$ cat src/rtl/rr_arb8_pkg.sv
// Shared types and sizing constants for the eight-way round-robin arbiter.
package rr_arb8_pkg;
  localparam int unsigned NREQ = 8;
  localparam int unsigned AW   = 3;
  localparam int unsigned HW   = 8;

  typedef enum logic {IDLE, GRANT} state_t;
endpackage

$ cat src/rtl/rr_arb8_dec3to8_n.sv
// Active-low 3-to-8 decoder with active-high enable; drives the one-hot select bus.
module dec3to8_n
  import rr_arb8_pkg::*;
(
  input  logic            GNT_V,
  input  logic [AW-1:0]   GNT_A,
  output logic [NREQ-1:0] GNT_N
);
  always_comb begin
    GNT_N = '1;
    if (GNT_V) GNT_N[GNT_A] = 1'b0;
  end
endmodule

$ cat src/rtl/rr_arb8.sv
// Eight-way round-robin arbiter with bounded hold time and registered grant.
// Optional owner lock is enabled by defining RR_ARB8_LOCK_EN.
module rr_arb8
  import rr_arb8_pkg::*;
#(
  parameter int unsigned MAX_HOLD = 4
) (
  input  logic            CLK,
  input  logic            RST,
  input  logic            EN,
  input  logic [NREQ-1:0] REQ,
`ifdef RR_ARB8_LOCK_EN
  input  logic            LOCK,
`endif
  output logic            GNT_V,
  output logic [AW-1:0]   GNT_A,
  output logic [NREQ-1:0] GNT_N
);
  state_t        state;
  logic [AW-1:0] ptr;
  logic [HW-1:0] hcnt;

  logic            lock;
  logic [NREQ-1:0] others;
  logic [AW:0]     pick_new;
  logic [AW:0]     pick_oth;

  // Rotate so that ptr+1 lands at bit 0, take the lowest set bit, then map back.
  // Result is {found, index}.
  function automatic logic [AW:0] rr_pick(input logic [NREQ-1:0] req,
                                          input logic [AW-1:0]   p);
    logic [AW-1:0]   start;
    logic [NREQ-1:0] rot;
    logic [AW:0]     res;
    start = p + 1'b1;
    for (int unsigned i = 0; i < NREQ; i++) rot[i] = req[AW'(i) + start];
    res = '0;
    for (int unsigned i = NREQ; i > 0; i--)
      if (rot[i-1]) res = {1'b1, AW'(i - 1) + start};
    return res;
  endfunction

`ifdef RR_ARB8_LOCK_EN
  assign lock = LOCK;
`else
  assign lock = 1'b0;
`endif

  // In GRANT ptr always equals the owner, so searching from ptr starts just after it.
  assign others   = REQ & ~(NREQ'(1) << GNT_A);
  assign pick_new = rr_pick(REQ, ptr);
  assign pick_oth = rr_pick(others, ptr);

  always_ff @(posedge CLK) begin
    if (RST) begin
      state <= IDLE;
      GNT_V <= 1'b0;
      GNT_A <= '0;
      ptr   <= '1;
      hcnt  <= '0;
    end else begin
      case (state)
        IDLE: begin
          if (EN && pick_new[AW]) begin
            state <= GRANT;
            GNT_V <= 1'b1;
            GNT_A <= pick_new[AW-1:0];
            ptr   <= pick_new[AW-1:0];
            hcnt  <= HW'(1);
          end
        end
        GRANT: begin
          if (!EN) begin
            state <= IDLE;
            GNT_V <= 1'b0;
          end else if (!REQ[GNT_A]) begin
            if (pick_oth[AW]) begin
              GNT_A <= pick_oth[AW-1:0];
              ptr   <= pick_oth[AW-1:0];
              hcnt  <= HW'(1);
            end else begin
              state <= IDLE;
              GNT_V <= 1'b0;
            end
          end else if (hcnt >= HW'(MAX_HOLD)) begin
            if (!lock) begin
              if (pick_oth[AW]) begin
                GNT_A <= pick_oth[AW-1:0];
                ptr   <= pick_oth[AW-1:0];
              end
              hcnt <= HW'(1);
            end
          end else if (hcnt != '1) begin
            hcnt <= hcnt + 1'b1;
          end
        end
        default: begin
          state <= IDLE;
          GNT_V <= 1'b0;
        end
      endcase
    end
  end

  dec3to8_n u_dec (
    .GNT_V (GNT_V),
    .GNT_A (GNT_A),
    .GNT_N (GNT_N)
  );
endmodule

$ cat config.mk
export PLATFORM = sky130hd
export DESIGN_NAME = rr_arb8
export DESIGN_NICKNAME = d
export VERILOG_FILES = /design/src/rtl/rr_arb8_pkg.sv /design/src/rtl/rr_arb8_dec3to8_n.sv /design/src/rtl/rr_arb8.sv
export SDC_FILE = /design/constraint.sdc
export NUM_CORES = 1
export LEC_CHECK = 0
export BUFFER_PORTS_ARGS = -buffer_cell sky130_fd_sc_hd__buf_2
export CAP_MARGIN = 30
export CORE_UTILIZATION = 30
export DETAILED_ROUTE_END_ITERATION = 10
export SLEW_MARGIN = 25
export SYNTH_ARGS = -nofsm -noshare
export SYNTH_HDL_FRONTEND = slang
export SYNTH_SLANG_ARGS = --single-unit
$ cat constraint.sdc
create_clock -name CLK -period 4.19 [get_ports CLK]
set_input_delay 0.2095 -clock CLK [delete_from_list [all_inputs] [get_ports CLK]]
set_output_delay 0.2095 -clock CLK [all_outputs]
set_load 0.02 [all_outputs]
==> impl_metrics.yaml <==
detailed_routing:
  met1_length_um: 3330
  route.met3.wl_um: 624
  viasPerCell: 6.08
  met2_wirelength_um: 3460
  routed.top_layer: "met4"
  first_iter_violations: 278
  drt-total-wl_um: 7480
  wl_per_cell_um: 17.7
  drc: 0
  vias: 2565
  first_pass_iters: 5
  drtAntennaViolNets: 0
worst_setup_path:
  endpoint_kind: "register"
  path_class: "reg2reg"
  r2r-end: "GNT_A[1]"
  reg2reg_setup_slack_ns: 0.75
  crit_cells: 9
  crit_fanout: 8
  worstPathArrival_ns: 3.57
  crit_chain: "inv_1, ha_1, xor2_1, mux2i_1, mux2i_1, mux2_2, a2111oi_4, o221a_2, o31ai_1"
  rr_startpoint: "ptr[0]"
  worst-path-buf-inv: 1
  cp.required_ns: 4.32
  reg2reg_depth: 9
  cp_slowest_stage_delay_ns: 0.69
  cp-start-kind: "register"
  crit_top_cell: "mux2i_1"
  crit_slowest_cell: "mux2i_1"
  path_delay_family: "multiplexers"
cells_and_area:
  multiInputGateArea_sq_mm: 0.00203
  fin_cells: 422
  final_common_cell: "nand2_1"
  final-seq-area_sq_um: 320
  area_delta_synth_final_pct: 9.34
  drive_above_1_share: 0.222
  num_antenna_cells: 0
  nFillCells: 814
  nNetsFinal: 336
  layout_common_cells: "34 x nand2_1, 26 x nor2_1, 22 x buf_2"
timing:
  fin_hold_ws_ns: 0.275
  maxSlewHeadroom: 0.362
  min_period_ns: 3.44
  setup_viol: 0
  hold_viol_final: 0
  fmax_ghz: 0.291
  tightest_slew_ns: 0.950
  period_share: 0.820
  tns_ns: 0
  drv_slew: 0
  grt_setup_unrepaired: "false"
  clock_skew_ns: 0.00119
hold_path:
  min_path_type: "in2reg"
  hold_depth: 2
  hold_start: "RST"
  hold_end: "GNT_V"
clock_tree:
  clockBufferDepth: 2
  cts_setup_buffers: 0
  clockRootBuffer: "clkbuf_8"
  htree_levels: 1
  clk_pin_slew_ns: 0.06
  cts_resized: 0
  clkLatencyLatePin_ns: 0.24
  postCtsHoldBufs: 0
  cts_buffers: 3
  cts_tree: "yes"
  cts.sinks: 16
run_status:
  outcome: "complete, no violations"
floorplan:
  die_y_um: 93.4
  die_w_um: 93.4
  top_level_ports: 23
  rows: 32
  coreArea_sq_mm: 0.00789
  start_util: 0.318
  dieArea_sq_mm: 0.00872
yosys:
  synth_fp_nets: 322
  yosys_warnings: 0
  synth_xor_area_frac: 0.0534
  synth_top_family_by_area: "compound AO/OA/AOI/OAI gates"
  synth-edff-count: 0
  async_flop_share: 0
  syn_area_per_cell_sq_um: 8.16
  yosys.area.top_type: "dfxtp_1"
  synth.area.top_cells: "dfxtp_1 13%, mux4_2 9.0%, mux2i_1 8.4%, mux2_2 6.3%, nand2_1 5.1%"
  synth-adder-area-share: 0.0240
  synth-seq-cells: 16
  synth_cells: 307
  synth_compound_area_frac: 0.272
  yosys.area_share.simple: 0.196
  yosys.cell_types.count: 69
  ys.flop_type: "dfxtp_1"
  synth_seq_area_share: 0.128
  netlist_area_sq_mm: 0.00250
  synthMuxAreaShare: 0.264
  synth_top_area_share: 0.128
place:
  hpwlAfterDp_um: 5650
  place_congestion: 0.972
  portBuffers: 22
  dp.cells: 417
global_routing:
  grt_first_pass_wirelength_um: 11900
  overflow: 0
  grt_util_all_layers: 0.170
  grt_max_degree: 31
  grt_pass1_vias: 2291
  antenna_found_initial: 0
run:
  maxCapViolCount: 0
[kinds of logic (layout without fill, tap and decap cells)]
logic type | Yosys count | in the layout
muxes | 48 | 48
DFF | 16 | 16
and+or+nand+nor | 102 | 102
buffers and inverters | 31 | 44
AOI/OAI and AO/OA | 95 | 95
adders and majority gates | 5 | 5
xor gates and xnor gates | 10 | 10
[worst max-delay path by stage]
stage                start        to  slack (ns)
floorplan           ptr[0]  GNT_A[0]        0.55
global placement    ptr[0]  GNT_A[1]        0.86
detailed placement  ptr[0]    ptr[1]        0.80
CTS                 ptr[0]  GNT_A[1]        0.78
global route        ptr[0]    ptr[1]        0.62
finish              ptr[0]  GNT_A[1]        0.75
[registers in the layout, summed over array words and instances, names as in the netlist]
| register | cells |
|---|---|
| GNT_A | 3 |
| GNT_V | 1 |
| hcnt | 8 |
| ptr | 3 |
| state | 1 |
[layer usage]
| metal | up-vias | GRT usage |
|---|---|---|
| met5 | - | 0 |
| li1 | 1203 | - |
| met4 | 0 | 0.0346 |
| met3 | 7 | 0.0146 |
| met2 | 134 | 0.280 |
| met1 | 1221 | 0.240 |
[synthesized netlist by cell type (5+ instances only)]
cell type	count
buf_2	5
o31ai_1	7
clkbuf_1	9
nor3_1	6
a21oi_1	21
nor2_1	26
a211oi_1	7
mux2i_1	21
dfxtp_1	16
o21ai_0	12
nand2_1	34
nor2b_1	5
inv_1	9
nand3_1	10
mux4_2	10
mux2_2	14
[per-stage QoR]
step / util / setup slack, ns / area [sq um]
after CTS: 0.346 / 0.781 / 2730
final: 0.347 / 0.755 / 2740
after global routing: 0.347 / 0.620 / 2740
after global placement: 0.339 / 0.856 / 2680
after floorplan: - / 0.553 / 2500
after detailed placement: 0.339 / 0.796 / 2680
[final cells by class]
type                       count  share of cell area
inverter                      10              0.0137
clock buffer                   4              0.0201
tap                          102              0.0466
timing repair buffer          30              0.0621
sequential                    16               0.117
multi-input combinational    260               0.741
[worst register-to-register path: stages, from the launching register on]
cell       delay (ns)
dfxtp_1          0.35
inv_1            0.14
ha_1             0.45
xor2_1           0.47
mux2i_1          0.69
mux2i_1          0.18
mux2_2           0.34
a2111oi_4        0.35
o221a_2          0.29
o31ai_1          0.08
Power is not shown: default switching activity piles up to over one toggle a cycle in this logic, so the estimate is an artifact.
